**config.mk**
```make
export PLATFORM = sky130hd
export DESIGN_NAME = decode_execute_unit
export DESIGN_NICKNAME = d
export VERILOG_FILES = /design/src/rtl/decode_execute_unit.sv
export SDC_FILE = /design/constraint.sdc
export NUM_CORES = 1
export LEC_CHECK = 0
export ABC_AREA = 1
export BUFFER_PORTS_ARGS = -buffer_cell sky130_fd_sc_hd__buf_2
export CAP_MARGIN = 20
export CORE_UTILIZATION = 30
export CTS_CLUSTER_SIZE = 20
export DETAILED_ROUTE_END_ITERATION = 8
export GPL_TIMING_DRIVEN = 1
export PLACE_DENSITY = 0.49
export SKIP_CTS_REPAIR_TIMING = 1
export SLEW_MARGIN = 30
export SYNTH_ARGS = -nofsm -noshare
export SYNTH_HDL_FRONTEND = slang
export SYNTH_SLANG_ARGS = --single-unit
```
**constraint.sdc**
```tcl
create_clock -name clk -period 1.14 [get_ports clk]
set_input_delay 0.228 -clock clk [delete_from_list [all_inputs] [get_ports clk]]
set_output_delay 0.228 -clock clk [all_outputs]
set_load 0.01 [all_outputs]
```
**src/rtl/decode_execute_unit.sv**
```systemverilog
// Single-stage decode/execute for an RV32E-style core: decoder, ALU and branch unit.
// Register-file read addresses are combinational; writeback and redirect outputs are registered.
// Optional feature macro: ALU_MINMAX_EN enables MIN/MINU/MAX/MAXU (OP, funct7=0000101).
module decode_execute_unit #(
  parameter int unsigned XLEN   = 32,
  parameter int unsigned REG_AW = 4
) (
  input  logic              clk,
  input  logic              rst_n,
  input  logic              instr_valid,
  input  logic [31:0]       instr,
  input  logic [XLEN-1:0]   pc,
  input  logic [XLEN-1:0]   rs1_val,
  input  logic [XLEN-1:0]   rs2_val,
  output logic [REG_AW-1:0] rs1_addr,
  output logic [REG_AW-1:0] rs2_addr,
  output logic [REG_AW-1:0] ex_rd,
  output logic [XLEN-1:0]   ex_result,
  output logic              ex_reg_write,
  output logic              ex_take_branch,
  output logic [XLEN-1:0]   ex_branch_target,
  output logic              ex_illegal
);

  typedef enum logic [3:0] {
    AluAdd, AluSub, AluSll, AluSlt, AluSltu, AluXor, AluSrl, AluSra,
    AluOr, AluAnd, AluMin, AluMinu, AluMax, AluMaxu
  } alu_op_e;

  typedef enum logic [1:0] {ResAlu, ResImm, ResPc4, ResPcImm} res_sel_e;

  logic [6:0] opcode, funct7;
  logic [4:0] rd, rs1, rs2;
  logic [2:0] funct3;

  assign opcode   = instr[6:0];
  assign rd       = instr[11:7];
  assign funct3   = instr[14:12];
  assign rs1      = instr[19:15];
  assign rs2      = instr[24:20];
  assign funct7   = instr[31:25];
  assign rs1_addr = rs1[REG_AW-1:0];
  assign rs2_addr = rs2[REG_AW-1:0];

  logic [XLEN-1:0] imm_i, imm_b, imm_u, imm_j;
  assign imm_i = {{20{instr[31]}}, instr[31:20]};
  assign imm_b = {{19{instr[31]}}, instr[31], instr[7], instr[30:25], instr[11:8], 1'b0};
  assign imm_u = {instr[31:12], 12'b0};
  assign imm_j = {{11{instr[31]}}, instr[31], instr[19:12], instr[20], instr[30:21], 1'b0};

  alu_op_e         alu_op;
  res_sel_e        res_sel;
  logic [XLEN-1:0] imm;
  logic            use_imm, writes_rd, is_branch, is_jal, is_jalr, illegal;
  logic            uses_rd, uses_rs1, uses_rs2;

  // Instruction decode: classify opcode, pick immediate and ALU operation, flag illegal encodings
  always_comb begin
    alu_op    = AluAdd;
    res_sel   = ResAlu;
    imm       = imm_i;
    use_imm   = 1'b0;
    writes_rd = 1'b0;
    is_branch = 1'b0;
    is_jal    = 1'b0;
    is_jalr   = 1'b0;
    illegal   = 1'b0;
    uses_rd   = 1'b0;
    uses_rs1  = 1'b0;
    uses_rs2  = 1'b0;
    unique case (opcode)
      7'b0110011: begin // OP
        uses_rd = 1'b1; uses_rs1 = 1'b1; uses_rs2 = 1'b1; writes_rd = 1'b1;
        case (funct7)
          7'b0000000: begin
            unique case (funct3)
              3'b000: alu_op = AluAdd;
              3'b001: alu_op = AluSll;
              3'b010: alu_op = AluSlt;
              3'b011: alu_op = AluSltu;
              3'b100: alu_op = AluXor;
              3'b101: alu_op = AluSrl;
              3'b110: alu_op = AluOr;
              3'b111: alu_op = AluAnd;
            endcase
          end
          7'b0100000: begin
            if (funct3 == 3'b000)      alu_op = AluSub;
            else if (funct3 == 3'b101) alu_op = AluSra;
            else                       illegal = 1'b1;
          end
`ifdef ALU_MINMAX_EN
          7'b0000101: begin
            if (!funct3[2]) illegal = 1'b1;
            else begin
              unique case (funct3[1:0])
                2'b00: alu_op = AluMin;
                2'b01: alu_op = AluMinu;
                2'b10: alu_op = AluMax;
                2'b11: alu_op = AluMaxu;
              endcase
            end
          end
`endif
          default: illegal = 1'b1;
        endcase
      end
      7'b0010011: begin // OP-IMM
        uses_rd = 1'b1; uses_rs1 = 1'b1; writes_rd = 1'b1; use_imm = 1'b1;
        unique case (funct3)
          3'b000: alu_op = AluAdd;
          3'b010: alu_op = AluSlt;
          3'b011: alu_op = AluSltu;
          3'b100: alu_op = AluXor;
          3'b110: alu_op = AluOr;
          3'b111: alu_op = AluAnd;
          3'b001: begin
            alu_op = AluSll;
            if (funct7 != 7'b0000000) illegal = 1'b1;
          end
          3'b101: begin
            if (funct7 == 7'b0000000)      alu_op = AluSrl;
            else if (funct7 == 7'b0100000) alu_op = AluSra;
            else                           illegal = 1'b1;
          end
        endcase
      end
      7'b0110111: begin // LUI
        uses_rd = 1'b1; writes_rd = 1'b1; res_sel = ResImm; imm = imm_u;
      end
      7'b0010111: begin // AUIPC
        uses_rd = 1'b1; writes_rd = 1'b1; res_sel = ResPcImm; imm = imm_u;
      end
      7'b1101111: begin // JAL
        uses_rd = 1'b1; writes_rd = 1'b1; res_sel = ResPc4; imm = imm_j; is_jal = 1'b1;
      end
      7'b1100111: begin // JALR
        uses_rd = 1'b1; uses_rs1 = 1'b1; writes_rd = 1'b1; res_sel = ResPc4; is_jalr = 1'b1;
        if (funct3 != 3'b000) illegal = 1'b1;
      end
      7'b1100011: begin // BRANCH
        uses_rs1 = 1'b1; uses_rs2 = 1'b1; is_branch = 1'b1; imm = imm_b;
        if (funct3 == 3'b010 || funct3 == 3'b011) illegal = 1'b1;
      end
      default: illegal = 1'b1;
    endcase
    // RV32E has only x0..x15
    if ((uses_rd && rd[4]) || (uses_rs1 && rs1[4]) || (uses_rs2 && rs2[4])) illegal = 1'b1;
  end

  logic [XLEN-1:0] op_b, alu_res, result, target;
  logic            lt_s, lt_u, br_cond;

  assign op_b = use_imm ? imm : rs2_val;
  assign lt_s = $signed(rs1_val) < $signed(op_b);
  assign lt_u = rs1_val < op_b;

  // ALU
  always_comb begin
    alu_res = '0;
    unique case (alu_op)
      AluAdd:  alu_res = rs1_val + op_b;
      AluSub:  alu_res = rs1_val - op_b;
      AluSll:  alu_res = rs1_val << op_b[4:0];
      AluSlt:  alu_res = {{(XLEN-1){1'b0}}, lt_s};
      AluSltu: alu_res = {{(XLEN-1){1'b0}}, lt_u};
      AluXor:  alu_res = rs1_val ^ op_b;
      AluSrl:  alu_res = rs1_val >> op_b[4:0];
      AluSra:  alu_res = $signed(rs1_val) >>> op_b[4:0];
      AluOr:   alu_res = rs1_val | op_b;
      AluAnd:  alu_res = rs1_val & op_b;
      AluMin:  alu_res = lt_s ? rs1_val : op_b;
      AluMinu: alu_res = lt_u ? rs1_val : op_b;
      AluMax:  alu_res = lt_s ? op_b : rs1_val;
      AluMaxu: alu_res = lt_u ? op_b : rs1_val;
      default: alu_res = '0;
    endcase
  end

  // Branch condition, writeback value selection and redirect target
  always_comb begin
    br_cond = 1'b0;
    case (funct3)
      3'b000:  br_cond = (rs1_val == rs2_val);
      3'b001:  br_cond = (rs1_val != rs2_val);
      3'b100:  br_cond = lt_s;
      3'b101:  br_cond = !lt_s;
      3'b110:  br_cond = lt_u;
      3'b111:  br_cond = !lt_u;
      default: br_cond = 1'b0;
    endcase
    unique case (res_sel)
      ResAlu:   result = alu_res;
      ResImm:   result = imm;
      ResPc4:   result = pc + 32'd4;
      ResPcImm: result = pc + imm;
    endcase
    target = is_jalr ? ((rs1_val + imm) & ~32'd1) : (pc + imm);
  end

  logic [REG_AW-1:0] rd_q, rd_d;
  logic [XLEN-1:0]   result_q, result_d, target_q, target_d;
  logic              write_q, write_d, take_q, take_d, illegal_q, illegal_d;

  // Next-state for the registered ex_* outputs; control bits clear when no instruction
  always_comb begin
    rd_d      = rd_q;
    result_d  = result_q;
    target_d  = target_q;
    write_d   = 1'b0;
    take_d    = 1'b0;
    illegal_d = 1'b0;
    if (instr_valid) begin
      rd_d      = rd[REG_AW-1:0];
      target_d  = target;
      illegal_d = illegal;
      if (illegal) begin
        result_d = '0;
      end else begin
        result_d = result;
        write_d  = writes_rd && (rd != 5'd0);
        take_d   = is_jal || is_jalr || (is_branch && br_cond);
      end
    end
  end

  // Output registers with asynchronous clear
  always_ff @(posedge clk or negedge rst_n) begin
    if (!rst_n) begin
      rd_q      <= '0;
      result_q  <= '0;
      target_q  <= '0;
      write_q   <= 1'b0;
      take_q    <= 1'b0;
      illegal_q <= 1'b0;
    end else begin
      rd_q      <= rd_d;
      result_q  <= result_d;
      target_q  <= target_d;
      write_q   <= write_d;
      take_q    <= take_d;
      illegal_q <= illegal_d;
    end
  end

  assign ex_rd            = rd_q;
  assign ex_result        = result_q;
  assign ex_reg_write     = write_q;
  assign ex_take_branch   = take_q;
  assign ex_branch_target = target_q;
  assign ex_illegal       = illegal_q;

endmodule

```
# ---- After elaboration in Yosys (flattened, before gate mapping)
# Memory sizes are Yosys's and may differ from the RTL's.
# Cells that the tools add are included.
dict set report word_totals {
  reg_bits 71
  romBits 32
  wordCells 120
  mem_count 1
}
dict set report op_classes {
  addsub 5
  magnitude_cmp 2
  eq_ne 33
  n_shift 3
  n_mux 42
  bitwise_logic 3
  n_reduce_logical 25
}
# memory depth word_bits rd rd_ports_with_merged_regs write_ports line
set memory_table {}
lappend memory_table {{(name not given)} 8 4 1 0 0 76} ;# unique case (funct3)
# op count
set ops {}
lappend ops {{32-bit case mux with 14 select lines} 1}
lappend ops {{32-bit two-way mux} 7}
lappend ops {{32-bit case mux with 4 select lines} 1}
lappend ops {{32-bit adder} 3}
lappend ops {{31-bit case mux with 3 select lines} 1}
lappend ops {{32-bit less-than comparator} 2}
lappend ops {{32-bit by 3-bit adder with 32-bit output (second input constant)} 1}
lappend ops {{32-bit bitwise AND} 1}
lappend ops {{32-bit == test} 1}
lappend ops {{32-bit inequality test} 1}
lappend ops {{32-bit bitwise OR} 1}
lappend ops {{4-bit case mux with 8 select lines} 1}
lappend ops {{32-bit by 5-bit left shift with 32-bit output} 1}
lappend ops {{32-bit by 5-bit right shift with 32-bit output} 1}
lappend ops {{32-bit by 5-bit >>> shifter with 32-bit output} 1}
lappend ops {{32-bit subtractor} 1}
lappend ops {{32-bit XOR} 1}
lappend ops {{4-bit == test (second input constant)} 6}
lappend ops {{7-bit by 6-bit == test with 1-bit output (second input constant)} 3}
lappend ops {{7-bit == test (second input constant)} 3}
lappend ops {{1-bit two-way mux} 20}
lappend ops {{4-bit by 3-bit == test with 1-bit output (second input constant)} 4}
lappend ops {{4-bit case mux with 2 select lines} 2}
lappend ops {{7-bit by 5-bit == test with 1-bit output (second input constant)} 2}
lappend ops {{other kinds (26)} 47}

# ---- Depth between registers and ports, before layout
dict set report logic_depth {
  depth_word 11
  mapped_depth 35
}

# ---- Least setup slack after synthesis
# OpenSTA, ideal clock, no wires.
dict set report synth_path {
  path_kind {input -> register}
  startpoint {input port instr[1]}
  endpoint {register result_q[24] (netlist: ex_result[24])}
  setup_ns 0.117
  arrival_time_ns 3.812
  slack_ns -2.788
  cell_stages 29
  n_path_buf 2
  cell_sequence {nand2_1 > inv_1 > nand3_2 > nand2_4 > nor2_2 > nand3_1 > nand2_2 > buf_2 > buf_2 > ha_1 > inv_1 > fa_1 > o21ai_0 > a21oi_1 > o21ai_1 > a21o_1 > nand2_1 > nand2_1 > nand2_1 > o21ai_1 > nand2_1 > nand2_1 > nor2_1 > nor3_1 > nand3_1 > nor2_1 > nand3_1 > nand2_1 > nand2_1}
}
dict set report synth_between {
  elab_chain_cells 9
  elab_cells_between_ends 64
}
# item line
set synth_lines {}
lappend synth_lines {{start, declared} 11} ;# input logic [31:0] instr,
lappend synth_lines {{7-bit by 5-bit == test with 1-bit output / 7-bit by 6-bit == test with 1-bit output (equally long branches)} 71} ;# unique case (opcode)
lappend synth_lines {{2-bit OR reduction (no line)} -}
lappend synth_lines {{31-bit case mux with 3 select lines} 71}
lappend synth_lines {{32-bit two-way mux} 154} ;# assign op_b = use_imm ? imm : rs2_val;
lappend synth_lines {{32-bit less-than comparator, on equally long branches} {156, 155}}
lappend synth_lines {{32-bit two-way mux, on equally long branches} -}
lappend synth_lines {{32-bit case mux with 14 select lines} 161} ;# unique case (alu_op)
lappend synth_lines {{32-bit case mux with 4 select lines} 192} ;# unique case (res_sel)
lappend synth_lines {{32-bit two-way mux (*)} 217} ;# if (illegal) begin
lappend synth_lines {{end signal, assigned} 238} ;# result_q <= result_d;
lappend synth_lines {{end, declared} 202} ;# logic [XLEN-1:0] result_q, result_d, target_q, target_d;
# Every way passes the cells marked *; elsewhere a longest branch is shown, timed or not.
# A chain may end at the register's enable or synchronous reset.

# ---- Worst setup path in the final report
dict set report layout_path {
  startpoint {input port instr[6]}
  endpoint {register result_q[19] (netlist: ex_result[19])}
}
# The elaborated chain is that of the path after synthesis.

==> results.json <==
{
  "outcome": "finished with violations",
  "violations": "setup timing",
  "via_per_inst": 5.429,
  "ys_top_cells_by_area": "nand2_1 20%, ha_1 11%, dfrtp_1 8.8%",
  "grt_overflow": 0,
  "die_area_um2": 68340,
  "dp_cells": 5868,
  "critPathArrivalTime_ns": 3.98,
  "synth_common_cells": "1082 x nand2_1, 413 x inv_1, 343 x nor2_1, 333 x nand3_1, 295 x o21ai_0",
  "crit_path_end_kind": "flip-flop",
  "setup.worst_path.start": "instr[6]",
  "cp_slowest_cell": "ha_4",
  "powerDensity_nw_per_um2": 689.8,
  "dieWidth_um": 261.4,
  "cts_tree": "built",
  "nets": 5409,
  "dr.pass1.iters": 7,
  "cts_buffers": 9,
  "post-route-period-util": 3.249,
  "async_flop_share": 1.000,
  "synth-seq-cells": 71,
  "clock-root-buffer": "clkbuf_16",
  "wl_per_cell_um": 24.40,
  "synth.most_common_cell": "nand2_1",
  "syn_area_per_cell_um2": 5.464,
  "clk_pin_slew_ns": 0.08,
  "cts_buffer_depth": 2,
  "slew_viol_final": 0,
  "drive_above_1_share": 0.4292,
  "met1_usage": 0.5634,
  "hold_violations": 0,
  "max_freq_ghz": 0.2700,
  "vdd.ir_drop.worst_mv": 0.7668,
  "synth_nets": 3999,
  "critical_path_buf_inv_count": 12,
  "grt_max_degree": 75,
  "clk_latency_ns": 0.39,
  "power.leakage_uw": 0.01815,
  "synth-simple-area-share": 0.4081,
  "slew_headroom": 0.5066,
  "grt_pass1_wl_mm": 199.1,
  "critical-path-max-stage-delay_ns": 0.27,
  "cpMostUsedCell": "buf_6",
  "required_ns": 1.42,
  "reg2reg_slack_ns": 0.41,
  "synthCells": 3695,
  "met3_usage": 0.08353,
  "num_vias": 32435,
  "crit_family": "simple AND/OR/NAND/NOR gates",
  "syn2layout_area_growth_pct": 78.76,
  "grtUsageMet2": 0.5841,
  "skew_ns": 0,
  "syn_area_um2": 20190,
  "min_path_type": "input port to flip-flop",
  "cp_max_fo": 6,
  "dpl.hpwl_mm": 120.6,
  "synthAdderAreaFrac": 0.1083,
  "gp_congestion": 1.109,
  "timing.final.ws_setup_ns": -2.564,
  "post-route-min-period_ns": 3.704,
  "design.core.area_um2": 66220,
  "yosysTopAreaCell": "nand2_1",
  "critPathKind": "input port to flip-flop",
  "holdWs_ns": 0.1307,
  "grt_use_total": 0.4033,
  "r2r-start": "ex_result[3]",
  "synth_xor_area_frac": 0.03210,
  "max_cap_violations": 0,
  "synth_top_family_by_area": "simple AND/OR/NAND/NOR gates",
  "drt_iter0_markers": 3996,
  "ant_nets": 0,
  "muxShareOfSynthArea": 0.0004958,
  "finalSetupViolCount": 129,
  "htree_levels": 3,
  "synth_top_area_share": 0.2012,
  "drc_errors": 0,
  "synth_warnings": 0,
  "antenna_cells": 0,
  "hold_start": "instr[9]",
  "ys.flop_type": "dfrtp_1",
  "grt_pass1_vias": 29135,
  "ys_seq_area_frac": 0.08800,
  "start_kind": "input port",
  "tightest_slew_ns": 0.7386,
  "synth-edff-count": 0,
  "rows": 94,
  "initial_core_util": 0.3049,
  "io_pins": 210,
  "numClockSinks": 71,
  "fill_cells": 6820,
  "gr-max-usage-layer": "met2",
  "die_y_um": 261.4,
  "ys_types": 62,
  "synth_compound_area_frac": 0.2482,
  "antenna_found_initial": 2,
  "stdcell_count": 5974,
  "port_buffers": 209,
  "routed_wl_mm": 145.7,
  "rsz0062_at_grt": "yes"
}
[state kept, by name, summed over array words and instances, names as in the netlist]
signal	cells
ex_take_branch	1
ex_result	32
ex_reg_write	1
ex_illegal	1
ex_branch_target	32
ex_rd	4
[stage by stage]
stage	utilization	worst slack (ns)	power [uW]	cell area, um^2	setup TNS (ns)
2_1_floorplan	-	-2.317	9814	20790	-120.87
3_3_place_gp	0.4838	-3.534	18560	32040	-180.48
3_5_place_dp	0.4838	-3.516	18530	32040	-182.63
4_1_cts	0.4884	-3.101	22040	32340	-158.68
5_1_grt	0.5451	-2.638	26100	36090	-156.87
6_report	0.5451	-2.564	24890	36090	-146.97
[power by group]
part	internal [uW]	leakage, uW	switching, uW
Sequential	2790	0.000913	184
Clock	1730	0.000147	1710
Combinational	8180	0.0171	10300
[worst reg2reg max path, delay by kind of cell, from the launching register on]
family / cells / cell delay [ns]
and+or+nand+nor: 2 / 0.18
DFF: 1 / 0.44
[placed cells by master, fill, tap and decap left out, types with 33 or more instances in the layout]
cell / instances
a21oi_1: 205
a21oi_2: 63
buf_12: 41
buf_2: 198
buf_4: 1240
buf_6: 58
dfrtp_1: 68
ha_1: 111
ha_4: 54
inv_1: 361
inv_2: 47
nand2_1: 998
nand2_2: 73
nand3_1: 288
nand3_2: 39
nand4_1: 45
nor2_1: 266
nor2_2: 62
nor3_1: 34
o211ai_1: 78
o21ai_0: 203
o21ai_1: 52
o21ai_2: 46
xor2_1: 33
[path summary, 6_finish.rpt]
kind,to,cells past startpoint
max reg2reg,ex_result[3],2
min in group asynchronous,ex_branch_target[16],2
min reg2reg,ex_rd[3],2
max,ex_result[19],31
min,ex_rd[2],3
max in group asynchronous,ex_result[20],3
[cells by family (layout without fill, tap and decap cells)]
kind of cell             after synthesis  in the layout
AO/OA/AOI/OAI                        852            852
XOR/XNOR                              74             74
adder cells (fa/ha/maj)              173            173
multiplexers                           1              1
flip-flops                            71             71
AND/OR/NAND/NOR                     1941           1941
buffers and inverters                583           1998
[layer usage]
metal / wire, um / vias to the layer above
li1: - / 15153
met1: 62610 / 15079
met2: 58410 / 1831
met3: 15640 / 370
met4: 9072 / 2
met5: 11 / -
[area by class of cell]
| type | count | area (um^2) | area share |
|---|---|---|---|
| multi-input combinational | 3041 | 19140 | 0.5303 |
| timing repair buffer | 1553 | 12080 | 0.3347 |
| sequential | 71 | 1780 | 0.04933 |
| inverter | 427 | 1683 | 0.04663 |
| tap | 864 | 1081 | 0.02995 |
| clock buffer | 9 | 225.2 | 0.006240 |
| clock inverter | 7 | 77.57 | 0.002149 |
| timing repair inverter | 2 | 25.02 | 0.0006933 |
No activity file was read; power rests on OpenSTA's default activity.
